File: src/rtl/mips32_prog_loader_if.sv
// Host byte link, processor memory port and core run controls of the program loader.
// The master modport is the loader's view; slave is the host/memory/core side.
interface mips32_prog_loader_if #(
  parameter int unsigned ADDR_W = 10
);
  // host byte stream in
  logic              in_valid;
  logic [7:0]        in_data;
  logic              in_ready;
  // response byte stream out
  logic              out_valid;
  logic [7:0]        out_data;
  logic              out_ready;
  // processor memory port
  logic              mem_we;
  logic              mem_re;
  logic [ADDR_W-1:0] mem_addr;
  logic [31:0]       mem_wdata;
  logic [31:0]       mem_rdata;
  // core run control
  logic              cpu_hold;
  logic              cpu_start;
  logic              cpu_halted;

  modport master (
    input  in_valid, in_data, out_ready, mem_rdata, cpu_halted,
    output in_ready, out_valid, out_data, mem_we, mem_re, mem_addr, mem_wdata,
           cpu_hold, cpu_start
  );

  modport slave (
    output in_valid, in_data, out_ready, mem_rdata, cpu_halted,
    input  in_ready, out_valid, out_data, mem_we, mem_re, mem_addr, mem_wdata,
           cpu_hold, cpu_start
  );
endinterface

File: src/rtl/mips32_prog_loader.sv
// Byte-serial program loader for the MIPS32 core: WRITE/READ memory words, RUN the core
// until HLT (or watchdog), and report status back to the host.
module mips32_prog_loader #(
  parameter int unsigned ADDR_W  = 10,
  parameter int unsigned TIMEOUT = 4096
) (
  input  logic                 clk1,
  input  logic                 rst_n,
  mips32_prog_loader_if.master lb
);

  localparam int unsigned CNT_W    = 9;
  localparam int unsigned WDOG_W   = (TIMEOUT < 2) ? 1 : $clog2(TIMEOUT + 1);
  localparam int unsigned WD_LIMIT = (TIMEOUT == 0) ? 0 : TIMEOUT - 1;

  localparam logic [7:0] CMD_WRITE = 8'h01;
  localparam logic [7:0] CMD_READ  = 8'h02;
  localparam logic [7:0] CMD_RUN   = 8'h03;
  localparam logic [7:0] RSP_HALT  = 8'hA5;
  localparam logic [7:0] RSP_WDOG  = 8'hE1;
  localparam logic [7:0] RSP_BAD   = 8'hEE;

  typedef enum logic [3:0] {
    S_IDLE,
    S_ADDR_HI,
    S_ADDR_LO,
    S_COUNT,
    S_WDATA,
    S_WWRITE,
    S_RREQ,
    S_RCAP,
    S_RSEND,
    S_RUN_START,
    S_RUN_WAIT,
    S_RESP
  } state_e;

  state_e            state_q, state_d;
  logic [7:0]        hi_q, hi_d;
  logic [ADDR_W-1:0] addr_q, addr_d;
  logic [CNT_W-1:0]  cnt_q, cnt_d;
  logic [1:0]        bidx_q, bidx_d;
  logic [31:0]       word_q, word_d;
  logic              rd_q, rd_d;
  logic [WDOG_W-1:0] wdog_q, wdog_d;

  logic              in_ready_q, in_ready_d;
  logic              out_valid_q, out_valid_d;
  logic [7:0]        out_data_q, out_data_d;
  logic              mem_we_q, mem_we_d;
  logic              mem_re_q, mem_re_d;
  logic [ADDR_W-1:0] mem_addr_q, mem_addr_d;
  logic [31:0]       mem_wdata_q, mem_wdata_d;
  logic              cpu_hold_q, cpu_hold_d;
  logic              cpu_start_q, cpu_start_d;

  logic accept_c;
  logic send_c;
  logic expire_c;

  assign accept_c = lb.in_valid && in_ready_q;
  assign send_c   = out_valid_q && lb.out_ready;
  assign expire_c = (TIMEOUT != 0) && (wdog_q >= WDOG_W'(WD_LIMIT));

  // State and registered outputs
  always_ff @(posedge clk1 or negedge rst_n) begin
    if (!rst_n) begin
      state_q     <= S_IDLE;
      hi_q        <= 8'h00;
      addr_q      <= '0;
      cnt_q       <= '0;
      bidx_q      <= 2'd0;
      word_q      <= 32'h0;
      rd_q        <= 1'b0;
      wdog_q      <= '0;
      in_ready_q  <= 1'b0;
      out_valid_q <= 1'b0;
      out_data_q  <= 8'h00;
      mem_we_q    <= 1'b0;
      mem_re_q    <= 1'b0;
      mem_addr_q  <= '0;
      mem_wdata_q <= 32'h0;
      cpu_hold_q  <= 1'b1;
      cpu_start_q <= 1'b0;
    end else begin
      state_q     <= state_d;
      hi_q        <= hi_d;
      addr_q      <= addr_d;
      cnt_q       <= cnt_d;
      bidx_q      <= bidx_d;
      word_q      <= word_d;
      rd_q        <= rd_d;
      wdog_q      <= wdog_d;
      in_ready_q  <= in_ready_d;
      out_valid_q <= out_valid_d;
      out_data_q  <= out_data_d;
      mem_we_q    <= mem_we_d;
      mem_re_q    <= mem_re_d;
      mem_addr_q  <= mem_addr_d;
      mem_wdata_q <= mem_wdata_d;
      cpu_hold_q  <= cpu_hold_d;
      cpu_start_q <= cpu_start_d;
    end
  end

  // Next-state and next-output decode; strobes default low, everything else holds
  always_comb begin
    state_d     = state_q;
    hi_d        = hi_q;
    addr_d      = addr_q;
    cnt_d       = cnt_q;
    bidx_d      = bidx_q;
    word_d      = word_q;
    rd_d        = rd_q;
    wdog_d      = wdog_q;
    out_valid_d = out_valid_q;
    out_data_d  = out_data_q;
    mem_we_d    = 1'b0;
    mem_re_d    = 1'b0;
    mem_addr_d  = mem_addr_q;
    mem_wdata_d = mem_wdata_q;
    cpu_hold_d  = cpu_hold_q;
    cpu_start_d = 1'b0;

    unique case (state_q)
      S_IDLE: begin
        if (accept_c) begin
          unique case (lb.in_data)
            CMD_WRITE: begin
              rd_d    = 1'b0;
              state_d = S_ADDR_HI;
            end
            CMD_READ: begin
              rd_d    = 1'b1;
              state_d = S_ADDR_HI;
            end
            CMD_RUN: begin
              cpu_hold_d  = 1'b0;
              cpu_start_d = 1'b1;
              state_d     = S_RUN_START;
            end
            default: begin
              out_valid_d = 1'b1;
              out_data_d  = RSP_BAD;
              state_d     = S_RESP;
            end
          endcase
        end
      end

      S_ADDR_HI: begin
        if (accept_c) begin
          hi_d    = lb.in_data;
          state_d = S_ADDR_LO;
        end
      end

      S_ADDR_LO: begin
        if (accept_c) begin
          addr_d  = ADDR_W'({hi_q, lb.in_data});
          state_d = S_COUNT;
        end
      end

      S_COUNT: begin
        if (accept_c) begin
          // count byte 0 encodes a full 256-word burst
          cnt_d  = (lb.in_data == 8'h00) ? CNT_W'(256) : CNT_W'(lb.in_data);
          bidx_d = 2'd0;
          if (rd_q) begin
            mem_re_d   = 1'b1;
            mem_addr_d = addr_q;
            state_d    = S_RREQ;
          end else begin
            state_d = S_WDATA;
          end
        end
      end

      S_WDATA: begin
        if (accept_c) begin
          word_d = {word_q[23:0], lb.in_data};
          bidx_d = bidx_q + 2'd1;
          if (bidx_q == 2'd3) begin
            mem_we_d    = 1'b1;
            mem_addr_d  = addr_q;
            mem_wdata_d = {word_q[23:0], lb.in_data};
            state_d     = S_WWRITE;
          end
        end
      end

      S_WWRITE: begin
        addr_d  = addr_q + ADDR_W'(1);
        cnt_d   = cnt_q - CNT_W'(1);
        state_d = (cnt_q == CNT_W'(1)) ? S_IDLE : S_WDATA;
      end

      S_RREQ: begin
        addr_d  = addr_q + ADDR_W'(1);
        state_d = S_RCAP;
      end

      S_RCAP: begin
        // read data is valid this cycle; present the MSB and keep the rest shifted up
        word_d      = {lb.mem_rdata[23:0], 8'h00};
        out_valid_d = 1'b1;
        out_data_d  = lb.mem_rdata[31:24];
        bidx_d      = 2'd0;
        state_d     = S_RSEND;
      end

      S_RSEND: begin
        if (send_c) begin
          if (bidx_q == 2'd3) begin
            out_valid_d = 1'b0;
            cnt_d       = cnt_q - CNT_W'(1);
            if (cnt_q == CNT_W'(1)) begin
              state_d = S_IDLE;
            end else begin
              mem_re_d   = 1'b1;
              mem_addr_d = addr_q;
              state_d    = S_RREQ;
            end
          end else begin
            out_data_d = word_q[31:24];
            word_d     = {word_q[23:0], 8'h00};
            bidx_d     = bidx_q + 2'd1;
          end
        end
      end

      S_RUN_START: begin
        wdog_d  = WDOG_W'(1);
        state_d = S_RUN_WAIT;
      end

      S_RUN_WAIT: begin
        wdog_d = wdog_q + WDOG_W'(1);
        // a halt in the same cycle as expiry takes priority
        if (lb.cpu_halted) begin
          cpu_hold_d  = 1'b1;
          out_valid_d = 1'b1;
          out_data_d  = RSP_HALT;
          state_d     = S_RESP;
        end else if (expire_c) begin
          cpu_hold_d  = 1'b1;
          out_valid_d = 1'b1;
          out_data_d  = RSP_WDOG;
          state_d     = S_RESP;
        end
      end

      S_RESP: begin
        if (send_c) begin
          out_valid_d = 1'b0;
          state_d     = S_IDLE;
        end
      end

      default: state_d = S_IDLE;
    endcase

    in_ready_d = (state_d == S_IDLE)    || (state_d == S_ADDR_HI) ||
                 (state_d == S_ADDR_LO) || (state_d == S_COUNT)   ||
                 (state_d == S_WDATA);
  end

  assign lb.in_ready  = in_ready_q;
  assign lb.out_valid = out_valid_q;
  assign lb.out_data  = out_data_q;
  assign lb.mem_we    = mem_we_q;
  assign lb.mem_re    = mem_re_q;
  assign lb.mem_addr  = mem_addr_q;
  assign lb.mem_wdata = mem_wdata_q;
  assign lb.cpu_hold  = cpu_hold_q;
  assign lb.cpu_start = cpu_start_q;

endmodule
File: src/flat_wrapper.sv
// flat-port wrapper written by rule: the top's interface ports become plain ports
module mips32_prog_loader_flat 
#(
  parameter int unsigned ADDR_W  = 10,
  parameter int unsigned TIMEOUT = 4096
)
  (clk1, rst_n, lb_in_valid, lb_in_data, lb_out_ready, lb_mem_rdata, lb_cpu_halted, lb_in_ready, lb_out_valid, lb_out_data, lb_mem_we, lb_mem_re, lb_mem_addr, lb_mem_wdata, lb_cpu_hold, lb_cpu_start);
  mips32_prog_loader_if #(.ADDR_W(ADDR_W)) lb_i ();
  input  logic clk1;
  input  logic rst_n;
  input wire logic [$bits(lb_i.in_valid)-1:0] lb_in_valid;
  input wire logic [$bits(lb_i.in_data)-1:0] lb_in_data;
  input wire logic [$bits(lb_i.out_ready)-1:0] lb_out_ready;
  input wire logic [$bits(lb_i.mem_rdata)-1:0] lb_mem_rdata;
  input wire logic [$bits(lb_i.cpu_halted)-1:0] lb_cpu_halted;
  output wire logic [$bits(lb_i.in_ready)-1:0] lb_in_ready;
  output wire logic [$bits(lb_i.out_valid)-1:0] lb_out_valid;
  output wire logic [$bits(lb_i.out_data)-1:0] lb_out_data;
  output wire logic [$bits(lb_i.mem_we)-1:0] lb_mem_we;
  output wire logic [$bits(lb_i.mem_re)-1:0] lb_mem_re;
  output wire logic [$bits(lb_i.mem_addr)-1:0] lb_mem_addr;
  output wire logic [$bits(lb_i.mem_wdata)-1:0] lb_mem_wdata;
  output wire logic [$bits(lb_i.cpu_hold)-1:0] lb_cpu_hold;
  output wire logic [$bits(lb_i.cpu_start)-1:0] lb_cpu_start;
  assign lb_i.in_valid = lb_in_valid;
  assign lb_i.in_data = lb_in_data;
  assign lb_i.out_ready = lb_out_ready;
  assign lb_i.mem_rdata = lb_mem_rdata;
  assign lb_i.cpu_halted = lb_cpu_halted;
  assign lb_in_ready = lb_i.in_ready;
  assign lb_out_valid = lb_i.out_valid;
  assign lb_out_data = lb_i.out_data;
  assign lb_mem_we = lb_i.mem_we;
  assign lb_mem_re = lb_i.mem_re;
  assign lb_mem_addr = lb_i.mem_addr;
  assign lb_mem_wdata = lb_i.mem_wdata;
  assign lb_cpu_hold = lb_i.cpu_hold;
  assign lb_cpu_start = lb_i.cpu_start;
  mips32_prog_loader #(.ADDR_W(ADDR_W), .TIMEOUT(TIMEOUT)) u_core (.clk1(clk1), .rst_n(rst_n), .lb(lb_i));
endmodule
File: config.mk
export PLATFORM = sky130hd
export DESIGN_NAME = mips32_prog_loader_flat
export DESIGN_NICKNAME = d
export VERILOG_FILES = /design/src/rtl/mips32_prog_loader_if.sv /design/src/rtl/mips32_prog_loader.sv /design/src/flat_wrapper.sv
export SDC_FILE = /design/constraint.sdc
export NUM_CORES = 1
export LEC_CHECK = 0
export ABC_AREA = 1
export CAP_MARGIN = 25
export CORE_UTILIZATION = 45
export DETAILED_ROUTE_END_ITERATION = 6
export PLACE_DENSITY_LB_ADDON = 0.08
export SETUP_SLACK_MARGIN = 0.1
export SLEW_MARGIN = 25
export SYNTH_ARGS = -nofsm -noshare
export SYNTH_HDL_FRONTEND = slang
export SYNTH_SLANG_ARGS = --single-unit
File: constraint.sdc
create_clock -name clk1 -period 4.15 [get_ports clk1]
set_input_delay 0.6225 -clock clk1 [delete_from_list [all_inputs] [get_ports clk1]]
set_output_delay 0.6225 -clock clk1 [all_outputs]
set_load 0.05 [all_outputs]
==> metrics.yaml <==
dp_hpwl_um: 10960
cts_tree: "done"
yosys.area.top_type: "dfrtp_1"
grt_pass1_wl_um: 26070
cp.required_ns: 4.45
path_class: "reg2reg"
ant_nets: 0
synth_compound_area_share_pct: 16.93
hp-class: "in2async"
rows: 42
slowest_stage: "nor2_2"
yosys-top-cells-area: "dfrtp_1 (51%), nand2_1 (12%), o21ai_0 (8.1%)"
yosysTopAreaCellShare_pct: 51.23
end_kind: "flop"
place_congestion: 0.9252
status: "finished, final reports clean"
fillers: 1210
cts.sinks: 129
start_util_pct: 46.66
path_max_fanout: 14
drc: 0
ys.flop_type: "dfrtp_1"
finalHoldViolCount: 0
viasPerCell: 5.267
synth.area.mux_share_pct: 0.1801
power_uw: 5692
leakagePower_uw: 0.003663
grtUsageTotal_pct: 23.16
cts-root-buf: "clkbuf_16"
synth_cell_type_count: 34
areaGrowthSynthToFinish_pct: 27.60
seq_area_frac_synth_pct: 51.65
rsz0062_at_grt: "false"
r2r_cells: 9
clockBufferDepth: 2
tns_ns: 0
ios: 101
fmax_mhz: 397.2
finClkSkew_ns: 0.01088
drt-pass1-iter-count: 5
relSlewSlack_pct: 42.78
nets: 914
reg2reg_slack_ns: 1.63
irDropWorstVdd_mv: 0.3193
antenna_found_initial: 0
portBuffers: 100
critPathTopFamily: "simple AND/OR/NAND/NOR gates"
wl_um: 15720
drv_slew: 0
die_h_um: 119.9
max-cap-violations: 0
pre_cts_slack_ns: 1.457
worstPathArrival_ns: 2.81
ys_ff_latch: 129
tightest_slew_ns: 0.8551
n_antenna_cell: 0
setup_slack_ns: 1.632
synth_async_sr_flop_share_pct: 100.0
cp.depth: 9
fin_cells: 1052
cp_slowest_stage_delay_ns: 0.50
syn_nets: 821
post-cts-setup-buffer-count: 0
cp_common_cell: "nand2_1"
via_count: 5541
numPlacedInstances: 1021
synthAdderAreaFrac_pct: 1.001
crit_buf_inv: 0
synth_xor_xnor_area_share_pct: 0.7004
grt_max_degree: 66
coreArea_um2: 13400
fin_crit_ns: 2.518
htree_levels: 4
crit_chain: "nand2_1, nor2_2, nor2_1, nand3_1, nand2_1, nor2_4, nand3_2, nand2_1, nand2_1"
avgSynthCellArea_um2: 8.109
synth_simple_gate_area_share_pct: 21.67
dieArea_um2: 14370
grt_pass1_vias: 5402
drive_above_1_share_pct: 5.708
power_density_nw_per_um2: 713.5
start_kind: "flop"
post_cts_resized: 0
synth_edf_count: 0
drt_iter0_markers: 430
clock_latency_ns: 0.42
syn_area_um2: 6252
synth.most_common_cell: "nand2_1"
grt.overflow.total: 0
period_share_pct: 60.67
synthTopCellsByCount: "nand2_1 (198), dfrtp_1 (128), o21ai_0 (101), inv_1 (91), nor2_1 (50)"
numCtsBuffers: 17
synth_top_family_by_area: "simple AND/OR/NAND/NOR gates"
setup_viol: 0
netlist_instances: 771
yosys_warnings: 0
clkSlewWorstSetupHoldPaths_ns: 0.06
hold_buffers: 0
die_w_um: 119.9
avgRoutedWirePerCell_um: 14.94
[worst register-to-register path, cell delays in order, from the launching register on]
cell     delay [ns]
dfrtp_1        0.48
nand2_1        0.14
nor2_2         0.50
nor2_1         0.37
nand3_1        0.18
nand2_1        0.10
nor2_4         0.22
nand3_2        0.22
nand2_1        0.12
nand2_1        0.06
[cells by family after synthesis]
group           Yosys count
mux                       1
buf+inv                 124
fa+ha+maj                 5
compound gates          186
xor+xnor                  5
simple gates            321
flops                   129
[worst paths after layout]
path                                              startpoint                                end
setup / recovery                 u_core.state_q[0]$_DFF_PN0_  u_core.lb.out_data[7]$_DFFE_PN0P_
hold / removal                                         rst_n       u_core.wdog_q[1]$_DFFE_PN0P_
setup reg to reg                 u_core.state_q[0]$_DFF_PN0_  u_core.lb.out_data[7]$_DFFE_PN0P_
hold reg to reg            u_core.lb.out_data[4]$_DFFE_PN0P_  u_core.lb.out_data[4]$_DFFE_PN0P_
max in group asynchronous                              rst_n     u_core.lb.cpu_hold$_DFFE_PN1P_
min in group clk1          u_core.lb.out_data[4]$_DFFE_PN0P_  u_core.lb.out_data[4]$_DFFE_PN0P_
[final cells by class]
class | count | area, um2 | area share [%]
timing repair buffer | 104 | 1039 | 13.02
clock buffer | 23 | 498.0 | 6.242
multi-input combinational | 518 | 2536 | 31.79
clock inverter | 8 | 102.6 | 1.286
inverter | 94 | 352.8 | 4.423
sequential | 129 | 3229 | 40.48
tap | 176 | 220.2 | 2.760
[report_power, final]
| group | internal [uW] | switching (uW) | total [uW] |
|---|---|---|---|
| combinational | 728 | 1610 | 2340 |
| sequential | 1640 | 210 | 1850 |
| clock | 960 | 537 | 1500 |
[stage by stage]
stage          utilization (%)  area, um2  hold WS (ns)
6_report                 59.53       7978        0.3065
5_1_grt                  59.53       7978        0.3694
4_1_cts                  59.53       7978        0.3354
3_5_place_dp             55.05       7377        0.4619
3_3_place_gp             55.01       7372        0.4615
2_1_floorplan                -       6252        0.3269
[layout by cell type (no fill, tap or decap), types with 3 or more instances in the layout]
| cell type | n |
|---|---|
| a21oi_1 | 23 |
| a31oi_1 | 3 |
| buf_4 | 3 |
| clkbuf_16 | 17 |
| clkbuf_8 | 5 |
| clkdlybuf4s50_1 | 99 |
| dfrtp_1 | 128 |
| ha_1 | 5 |
| inv_1 | 91 |
| inv_2 | 3 |
| nand2_1 | 198 |
| nand3_1 | 33 |
| nand3_2 | 3 |
| nand4_1 | 25 |
| nor2_1 | 50 |
| nor3_1 | 6 |
| o211ai_1 | 32 |
| o21ai_0 | 101 |
| o21ai_1 | 13 |
| o22ai_1 | 5 |
| xor2_1 | 5 |
[flip-flops by register name (all words and copies together), names as in the netlist]
name                 cells
u_core.lb.mem_wdata     32
u_core.word_q           32
u_core.wdog_q           13
u_core.addr_q           10
u_core.lb.mem_addr      10
u_core.cnt_q             9
u_core.lb.out_data       8
u_core.state_q           4
u_core.bidx_q            2
u_core.hi_q              2
u_core.lb.cpu_hold       1
u_core.lb.cpu_start      1
u_core.lb.in_ready       1
u_core.lb.mem_re         1
u_core.lb.mem_we         1
u_core.lb.out_valid      1
u_core.rd_q              1
[per-layer routing]
metal | part of all wire [%] | GRT usage, % | up-vias
met2 | 47 | 35.98 | 159
li1 | - | - | 2736
met1 | 47 | 31.56 | 2632
met5 | 0 | 0 | -
met3 | 4.9 | 6.369 | 14
met4 | 1.2 | 6.953 | 0
No activity file was read; power rests on OpenSTA's default activity.
